`config.mk`:
```
export PLATFORM = sky130hd
export DESIGN_NAME = spi_flash_arbiter
export DESIGN_NICKNAME = d
export VERILOG_FILES = /design/src/rtl/spi_arb_pkg.sv /design/src/rtl/spi_arb_timer.sv /design/src/rtl/spi_flash_arbiter.sv
export SDC_FILE = /design/constraint.sdc
export NUM_CORES = 1
export LEC_CHECK = 0
export CAP_MARGIN = 0
export CORE_UTILIZATION = 36
export CTS_BUF_LIST = sky130_fd_sc_hd__clkbuf_8
export DETAILED_ROUTE_END_ITERATION = 8
export PLACE_DENSITY = 0.83
export SKIP_LAST_GASP = 1
export SLEW_MARGIN = 20
export SYNTH_ARGS = -nofsm -noshare
export SYNTH_HDL_FRONTEND = slang
export SYNTH_SLANG_ARGS = --single-unit
```
`constraint.sdc`:
```
create_clock -name clk_i -period 2.2 [get_ports clk_i]
set_clock_uncertainty 0.05 [all_clocks]
set_input_delay 0.44 -clock clk_i [delete_from_list [all_inputs] [get_ports clk_i]]
set_output_delay 0.44 -clock clk_i [all_outputs]
set_load 0.05 [all_outputs]
```
`src/rtl/spi_arb_pkg.sv`:
```
// Shared types and constants for the SPI flash read arbiter.
package spi_arb_pkg;

  typedef enum logic {IDLE, BUSY} state_e;

  typedef enum logic {OWNER_INSTR, OWNER_DATA} owner_e;

  localparam logic [31:0] TIMEOUT_DATA = 32'h0;

endpackage

```
`src/rtl/spi_arb_timer.sv`:
```
// BUSY-cycle watchdog: counts enabled cycles and flags the last allowed one.
module spi_arb_timer #(
  parameter int TIMEOUT_CYCLES = 1024
) (
  input  logic clk_i,
  input  logic rst_ni,
  input  logic clear,
  input  logic enable,
  output logic expired
);

  localparam int CW = $clog2(TIMEOUT_CYCLES + 1);

  logic [CW-1:0] r_count;

  // Expires during the TIMEOUT_CYCLES-th enabled cycle so the abort lines up with a done.
  assign expired = enable && (r_count == CW'(TIMEOUT_CYCLES - 1));

  always_ff @(posedge clk_i or negedge rst_ni) begin
    if (!rst_ni) begin
      r_count <= '0;
    end else if (clear) begin
      r_count <= '0;
    end else if (enable) begin
      r_count <= r_count + 1'b1;
    end
  end

endmodule

```
`src/rtl/spi_flash_arbiter.sv`:
```
// Shares one SPI flash read engine between instruction and data buses.
// Optional SPI_ARB_ROUND_ROBIN_EN: alternate winner on conflicts instead of data priority.
module spi_flash_arbiter
  import spi_arb_pkg::*;
#(
  parameter int ADDR_WIDTH       = 32,
  parameter int FLASH_ADDR_WIDTH = 24,
  parameter int TIMEOUT_CYCLES   = 1024
) (
  input  logic                        clk_i,
  input  logic                        rst_ni,
  input  logic                        instr_req_i,
  input  logic [ADDR_WIDTH-1:0]       instr_addr_i,
  output logic                        instr_gnt_o,
  output logic                        instr_rvalid_o,
  output logic [31:0]                 instr_rdata_o,
  input  logic                        data_req_i,
  input  logic [ADDR_WIDTH-1:0]       data_addr_i,
  output logic                        data_gnt_o,
  output logic                        data_rvalid_o,
  output logic [31:0]                 data_rdata_o,
  output logic                        flash_strobe_o,
  output logic [FLASH_ADDR_WIDTH-1:0] flash_addr_o,
  input  logic                        flash_done_i,
  input  logic [31:0]                 flash_rdata_i,
  input  logic                        flash_initialized_i,
  output logic                        timeout_o
);

  state_e                      r_state;
  owner_e                      r_owner;
  logic [FLASH_ADDR_WIDTH-1:0] r_addr;
  logic [31:0]                 r_rdata;
  logic                        r_strobe;
  logic                        r_instr_rvalid;
  logic                        r_data_rvalid;
  logic                        r_timeout;

  logic                        w_can_grant;
  logic                        w_data_wins;
  logic                        w_expired;
  logic [ADDR_WIDTH-1:0]       w_sel_addr;
  logic                        w_unused;

`ifdef SPI_ARB_ROUND_ROBIN_EN
  owner_e r_last;
  assign w_data_wins = data_req_i && (!instr_req_i || (r_last == OWNER_INSTR));
`else
  assign w_data_wins = data_req_i;
`endif

  // Grant sees only req, state and init; reset also forces it low.
  assign w_can_grant = rst_ni && (r_state == IDLE) && flash_initialized_i;
  assign data_gnt_o  = w_can_grant && w_data_wins;
  assign instr_gnt_o = w_can_grant && instr_req_i && !w_data_wins;
  assign w_sel_addr  = data_gnt_o ? data_addr_i : instr_addr_i;

  assign w_unused = ^{instr_addr_i[ADDR_WIDTH-1:FLASH_ADDR_WIDTH], instr_addr_i[1:0],
                      data_addr_i[ADDR_WIDTH-1:FLASH_ADDR_WIDTH], data_addr_i[1:0]};

  spi_arb_timer #(
    .TIMEOUT_CYCLES(TIMEOUT_CYCLES)
  ) u_timer (
    .clk_i  (clk_i),
    .rst_ni (rst_ni),
    .clear  (r_state == IDLE),
    .enable ((r_state == BUSY) && !flash_done_i),
    .expired(w_expired)
  );

  always_ff @(posedge clk_i or negedge rst_ni) begin
    if (!rst_ni) begin
      r_state        <= IDLE;
      r_owner        <= OWNER_INSTR;
      r_addr         <= '0;
      r_rdata        <= '0;
      r_strobe       <= 1'b0;
      r_instr_rvalid <= 1'b0;
      r_data_rvalid  <= 1'b0;
      r_timeout      <= 1'b0;
`ifdef SPI_ARB_ROUND_ROBIN_EN
      r_last         <= OWNER_DATA;
`endif
    end else begin
      r_strobe       <= 1'b0;
      r_instr_rvalid <= 1'b0;
      r_data_rvalid  <= 1'b0;
      case (r_state)
        IDLE: begin
          if (data_gnt_o || instr_gnt_o) begin
            r_state  <= BUSY;
            r_owner  <= data_gnt_o ? OWNER_DATA : OWNER_INSTR;
            r_addr   <= {w_sel_addr[FLASH_ADDR_WIDTH-1:2], 2'b00};
            r_strobe <= 1'b1;
`ifdef SPI_ARB_ROUND_ROBIN_EN
            r_last   <= data_gnt_o ? OWNER_DATA : OWNER_INSTR;
`endif
          end
        end
        BUSY: begin
          // A done in the expiry cycle still delivers real data.
          if (flash_done_i || w_expired) begin
            r_state        <= IDLE;
            r_rdata        <= flash_done_i ? flash_rdata_i : TIMEOUT_DATA;
            r_instr_rvalid <= (r_owner == OWNER_INSTR);
            r_data_rvalid  <= (r_owner == OWNER_DATA);
            if (!flash_done_i) begin
              r_timeout <= 1'b1;
            end
          end
        end
        default: r_state <= IDLE;
      endcase
    end
  end

  assign flash_strobe_o = r_strobe;
  assign flash_addr_o   = r_addr;
  assign instr_rvalid_o = r_instr_rvalid;
  assign data_rvalid_o  = r_data_rvalid;
  assign instr_rdata_o  = r_instr_rvalid ? r_rdata : 32'h0;
  assign data_rdata_o   = r_data_rvalid ? r_rdata : 32'h0;
  assign timeout_o      = r_timeout;

endmodule

```
==> out/results.tsv <==
stage	metric	value	unit
final_layout	layout_cells_sized_above_1	0.1768	
detailed_routing	routed-via-count	3834	
pwr	power.clock.fraction	0.187	
worst_setup_path	end_kind	output port	
floorplan	core	9955	um^2
clock_network	htree_num_levels	3	
logic_synthesis	async_reset_ff_frac	1.000	
pwr	seq_power_share	0.389	
detailed_routing	drtPass1Iterations	6	
sta	hold-worst-slack	0.3290	ns
worst_setup_path	slowest_stage	clkdlybuf4s50_1	
worst_setup_path	timing_worst_setup_path_type	register to output port	
job	drv_cap	0	
placed_design	gp_routability_congestion	0.7735	
clock_network	ctsHoldBuffers	0	
sta	finalCritPeriodShare	0.9250	
logic_synthesis	synth_common_cells	71 x dfrtp_1, 70 x nand2_1, 65 x and2_1	
worst_setup_path	cp-start-kind	register	
final_layout	post_layout_nonfiller_instances	727	
outcome	run_status	completed	
global_route	first_pass_grt_wire_length	19130	um
logic_synthesis	yosysTopAreaCell	dfrtp_1	
detailed_routing	post-route-drc-count	0	
logic_synthesis	synth.most_common_cell	dfrtp_1	
clock_network	clockRootBuffer	clkbuf_8	
final_layout	fillerInstances	755	
pwr	total_leakage_power	2.907	nW
final_layout	antennaDiodeCount	0	
worst_setup_path	critical_path.max_fanout	3	
final_layout	area.growth.synth_to_final	72.29	%
sta	max_clock_freq	491.4	MHz
global_route	antenna_found_initial	0	
logic_synthesis	syn_area	3766	um^2
worst_setup_path	critical_path.max_stage_delay	0.82	ns
hold_path	holdCritPathClass	input port to async pin	
logic_synthesis	synth_enable_flop_cells	0	
sta	slew_headroom	0.4014	
pwr	swShare	0.3933	
floorplan	initial_utilization	0.3783	
floorplan	row_count	36	
placed_design	placedCellCount	711	
clock_network	cts_post_setup_buffers_inserted	0	
floorplan	floorplan.io_pins	196	
global_route	first_global_vias	3817	
floorplan	die_area	10870	um^2
sta	pnr_worst_setup_slack	0.1650	ns
sta	min_period	2.035	ns
global_route	overflow	0	
detailed_routing	vias_per_cell	5.274	
final_layout	layout.nets	692	
logic_synthesis	synth_seq_cells	71	
logic_synthesis	synth_top_cells_by_area	dfrtp_1 47%, and2_1 11%, o22ai_1 7.3%	
placed_design	io_buffer_count	173	
detailed_routing	detail_route.wirelength	11540	um
pwr	power_per_cell_area	702.2	nW/um^2
clock_network	cts_clock_pin_slew_for_the_worst_setup_and_hold_paths	0.07	ns
pwr	design_power	0.004556	W
global_route	globalRouteTotalUtil	0.2175	
worst_setup_path	worstPathCellList	clkdlybuf4s50_1	
worst_setup_path	critical_path.top_delay_family	buffers and inverters	
pwr	vdd_drop_max	514.9	uV
logic_synthesis	ys.warnings.count	0	
sta	finalMaxSlewViolations	0	
logic_synthesis	synth_cell_types	38	
sta	worst_slew_pin_slew	0.8979	ns
pwr	total_switching_power	0.001792	W
clock_network	cts_sinks	71	
placed_design	place_ws	0.05899	ns
clock_network	cts_buffers	9	
worst_setup_path	crit_required	1.71	ns
logic_synthesis	synth_seq_area_share	0.4718	
clock_network	clk-insertion-delay-late	0.33	ns
global_route	grt_start_max_net_pins	72	
sta	unrepaired_setup_endpoints_after_global_routing	false	
logic_synthesis	primary_ff_master_synth	dfrtp_1	
clock_network	cts_buffer_depth	2	
detailed_routing	ant_nets	0	
detailed_routing	wire_per_inst	15.87	um
floorplan	chipHeight	104.3	um
worst_setup_path	cp_data_arrival_time	1.54	ns
placed_design	dp_hpwl	8605	um
pwr	combPwrFrac	0.424	
clock_network	tritoncts	done	
clock_network	postCtsResizedCells	0	
logic_synthesis	synthCells	423	
worst_setup_path	worst-path-buf-inv	1	
sta	endpoints_failing_setup	0	
detailed_routing	dr.first_iter.drc_count	169	
logic_synthesis	postSynthAreaPerCell	8.903	um^2
logic_synthesis	synth_top_area_share	0.4718	
pwr	cellInternalPower	0.002764	W
sta	fin_setup_tns	0	ns
sta	timing_hold_violations_final	0	
floorplan	die_width	104.3	um
==> power groups by stage <==
| stage | sequential (W) | clock (W) | combinational [W] |
|---|---|---|---|
| after floorplan | 0.00210 | 0 | 0.000723 |
| after global placement | 0.00176 | 0 | 0.00189 |
| after detailed placement | 0.00179 | 0 | 0.00194 |
| after CTS | 0.00177 | 0.000892 | 0.00195 |
| after global routing | 0.00181 | 0.000951 | 0.00205 |
| final | 0.00177 | 0.000852 | 0.00193 |
==> routing by layer <==
layer / global-route usage / share of wire / wire, um / up-vias
met1: 0.2615 / 0.41 / 4726 / 1860
met4: 0.07245 / 0.014 / 167 / 0
li1: - / - / - / 1800
met3: 0.05451 / 0.064 / 744 / 13
met2: 0.3770 / 0.51 / 5903 / 161
met5: 0 / 0 / 0 / -
==> worst register-to-register path, stage by stage (launching register included) <==
cell      delay (ns)
dfrtp_1         0.39
ha_1            0.22
nand4b_4        0.12
nor4_4          0.36
buf_4           0.23
o311ai_0        0.13
==> cells by family (layout without fill, tap and decap cells) <==
kind of cell	count (synthesis)	in the layout	synth area share
multiplexers	1	1	0.002658
adder cells (fa/ha/maj)	1	1	0.003322
AND/OR/NAND/NOR	161	161	0.2299
flip-flops	71	71	0.4718
buffers and inverters	71	241	0.07907
AO/OA/AOI/OAI	113	113	0.2030
other	1	2	0.0009957
XOR/XNOR	4	4	0.009304
==> cell type report <==
class                      count  area, um^2  area share
timing repair buffer         189        2555      0.3938
tap                          133       166.4     0.02565
inverter                      36       135.1     0.02083
sequential                    71        1777      0.2738
clock buffer                   9       123.9     0.01909
multi-input combinational    282        1698      0.2617
clock inverter                 7       33.78    0.005206
==> flip-flops by register name (all words and copies together), names as in the netlist <==
signal	flops
instr_rvalid_o	1
flash_strobe_o	1
r_state	1
u_timer.r_count	11
r_rdata	32
data_rvalid_o	1
r_owner	1
timeout_o	1
flash_addr_o	22
==> worst paths after layout <==
path	start	to	slack, ns	depth (start not counted)
min reg2reg	timeout_o	timeout_o	0.42	1
max in group asynchronous	rst_ni	r_rdata[1]	1.20	2
min	rst_ni	flash_addr_o[4]	0.33	2
max reg2reg	u_timer.r_count[0]	r_rdata[3]	0.56	5
max	flash_addr_o[19]	flash_addr_o[19]	0.17	1
min in group clk_i	rst_ni	flash_strobe_o	0.42	3
==> metrics by stage <==
stage / utilization / instance area (um^2)
final: 0.6518 / 6489
after global routing: 0.6518 / 6489
after CTS: 0.6518 / 6489
after detailed placement: 0.6360 / 6331
after global placement: 0.6360 / 6331
after floorplan: - / 3772
==> cell usage in the layout, fill, tap and decap left out, drive strengths merged <==
| cell type | count |
|---|---|
| clkdlybuf4s50 | 104 |
| buf | 85 |
| dfrtp | 71 |
| nand2 | 70 |
| and2 | 65 |
| o22ai | 44 |
| inv | 38 |
| o311ai | 33 |
| a21oi | 27 |
| clkbuf | 9 |
| nor2 | 8 |
| o21ai | 4 |
| nand4b | 4 |
| clkinv | 4 |
| or3 | 4 |
| xor2 | 3 |
| nand2b | 2 |
| o211a | 2 |
| conb | 2 |
| nand4 | 2 |
| nand3b | 1 |
| nor4 | 1 |
| o32ai | 1 |
| and3b | 1 |
| or2 | 1 |
| o41ai | 1 |
| o31ai | 1 |
| or4 | 1 |
| nor2b | 1 |
| xnor2 | 1 |
| mux2i | 1 |
| ha | 1 |
| clkinvlp | 1 |
Power figures use the tool's default switching activity.
==> RTL change: new RTL, config.mk and constraints unchanged <==
`TIMEOUT_CYCLES` is set to 1024 in 2 places; all go to 2048.
--- a/src/rtl/spi_arb_timer.sv
+++ b/src/rtl/spi_arb_timer.sv
@@ -1,6 +1,6 @@
 // BUSY-cycle watchdog: counts enabled cycles and flags the last allowed one.
 module spi_arb_timer #(
-  parameter int TIMEOUT_CYCLES = 1024
+  parameter int TIMEOUT_CYCLES = 2048
 ) (
   input  logic clk_i,
   input  logic rst_ni,
--- a/src/rtl/spi_flash_arbiter.sv
+++ b/src/rtl/spi_flash_arbiter.sv
@@ -5,7 +5,7 @@
 #(
   parameter int ADDR_WIDTH       = 32,
   parameter int FLASH_ADDR_WIDTH = 24,
-  parameter int TIMEOUT_CYCLES   = 1024
+  parameter int TIMEOUT_CYCLES   = 2048
 ) (
   input  logic                        clk_i,
   input  logic                        rst_ni,
Behaviour: same outputs for any inputs over 10 cycles, from zero or initial values and one cycle with rst_ni low; that may be too few to reach the edited logic, so the function may still have changed.
==> RTL change against the original RTL <==
Synthesized area decreased by 0.76%. Largest power group unchanged. Total power rose by 3.2%. Final area is 0.50% lower. Cell count is 7.2% lower. Via count shrank 5.7%. Synthesized cell count is 13% lower. Global-route usage down 0.33 points. Wire length down 0.81%. Critical endpoint unchanged. Highest routed layer unchanged. Count of clock-buffer cells in the layout is the same. Sequential cell count grew 1. Die area shrank 0.75%. Setup slack got worse by 0.022 ns.
==> RTL change: results (changes against the original RTL) <==
Drt
The detailed-router iteration count before antenna repair was 4 (was 6). The number of vias per cell after detailed routing is 5.36 (was 5.27). The total detailed-routing wirelength is 11400 um (was 11500 um). The starting DRC count in detailed routing is 150 (was 169).

Synth
The post-synthesis share of cell area spent on full adders, half adders and majority gates was 0.335% (was 0.332%). The multiplexer share of the synthesized area is 0.536% (was 0.266%). The xor/xnor share of the synthesized area is 0.937% (was 0.930%). The count of distinct cell types in the synthesized netlist is 40 (was 38).

The share of flip-flops with an asynchronous set or reset after synthesis came to 100% (unchanged). Most common library cells after synthesis: 72 x dfrtp_1, 65 x and2_1, 44 x o22ai_1 (was 71 x dfrtp_1, 70 x nand2_1, 65 x and2_1). Synth top area cells: dfrtp_1 48%, and2_1 11%, a221o_1 7.8% (was dfrtp_1 47%, and2_1 11%, o22ai_1 7.3%). The compound-cell area share of the yosys netlist is 22.4% (was 20.3%). The proportion of synthesized chip area in sequential cells is 48.2% (was 47.2%).

Final layout
The number of inserted filler cells in the final layout is 772 (was 755). The number of flip-flops under the largest register name came to 32 (unchanged). The number of nets in the layout was 640 (was 692). The register name with the most flops is r_rdata (unchanged). The fraction of final layout cells sized beyond drive strength 1 is 19.8% (was 17.7%).

Run status
Outcome: finished, final reports clean (unchanged).

Global route
The via count of the first global-routing pass is 3676 (was 3817). The pin count of the biggest net entering global routing is 54 (was 72). The first-pass GRT wire length is 18500 um (was 19100 um). The global-route usage over all layers was 21.4% (was 21.7%).

Power and ir drop
The leakage power summed over all cells is 0.00256 uW (was 0.00291 uW). The worst-case vdd ir drop is 0.417 mV (was 0.515 mV).

CTS
The insertion delay to the later sink of the worst-skew pair is 0.34 ns. The total number of H-tree levels is 3 (unchanged).

Timing
The relative slew slack is 40.3% (was 40.1%). The setup slack after layout came to 0.143 ns (was 0.165 ns).

Setup path
The capturing point of the worst reg2reg path was r_rdata[30] (was r_rdata[3]). The internal reg-to-reg setup slack is 0.34 ns (was 0.56 ns).

Place
The detailed placement HPWL came to 8350 um (was 8600 um). The weighted congestion reported at the end of routability-driven placement came to 0.781 (was 0.774). The placement-stage worst setup slack is 0.0200 ns (was 0.0590 ns).

The instance area after placement is 6280 sq um (was 6330 sq um).
[RTL change: cell types whose count changed in the layout (fill, tap and decap cells not counted), sizes merged, moves of 3 or more]
cell	change
or4	+3
nor2b	+31
o31ai	+3
a221o	+32
inv	-34
o311ai	-33
nand2	-64
[RTL change: per-stage QoR]
stage | std cells | hold slack, ns | utilization (%)
floorplan | 370 | 0.0944 | -
CTS | 674 | 0.237 | 65.1
global route | 674 | 0.254 | 65.1
finish | 675 | 0.209 | 65.2
global placement | 658 | 0.291 | 63.4
detailed placement | 658 | 0.300 | 63.4
[RTL change: report_power, final]
group / switching (uW) / leakage, uW / internal, uW
registers: 223 / 0.000841 / 1570
logic: 1100 / 0.00164 / 913
clock network: 498 / 0.0000769 / 397
[RTL change: cell type report]
cell class                      instances  share of cell area [%]
Inverter                                4                   0.233
Sequential cell                        72                    27.9
Antenna cell                            1                  0.0388
Clock buffer                            9                    1.92
Timing Repair Buffer                  188                    39.3
Clock inverter                          6                   0.581
Multi-Input combinational cell        262                    27.4
Tap cell                              133                    2.58
[RTL change: what timing repair did]
action / 4_1_cts / 5_1_grt
hold endpoints to repair: 19 / 0
hold buffers: 1 / 0
buffers inserted: 0 / 0
setup endpoints to repair: 0 / 0
[RTL change: layer usage]
layer	vias up	global-route usage [%]	share of wire (%)	routed length [um]
met5	-	0	0	0
met4	0	8.67	1.7	193
met3	16	5.45	8.3	952
met2	175	35.8	48	5490
met1	1733	26.3	42	4820
li1	1692	-	-	-
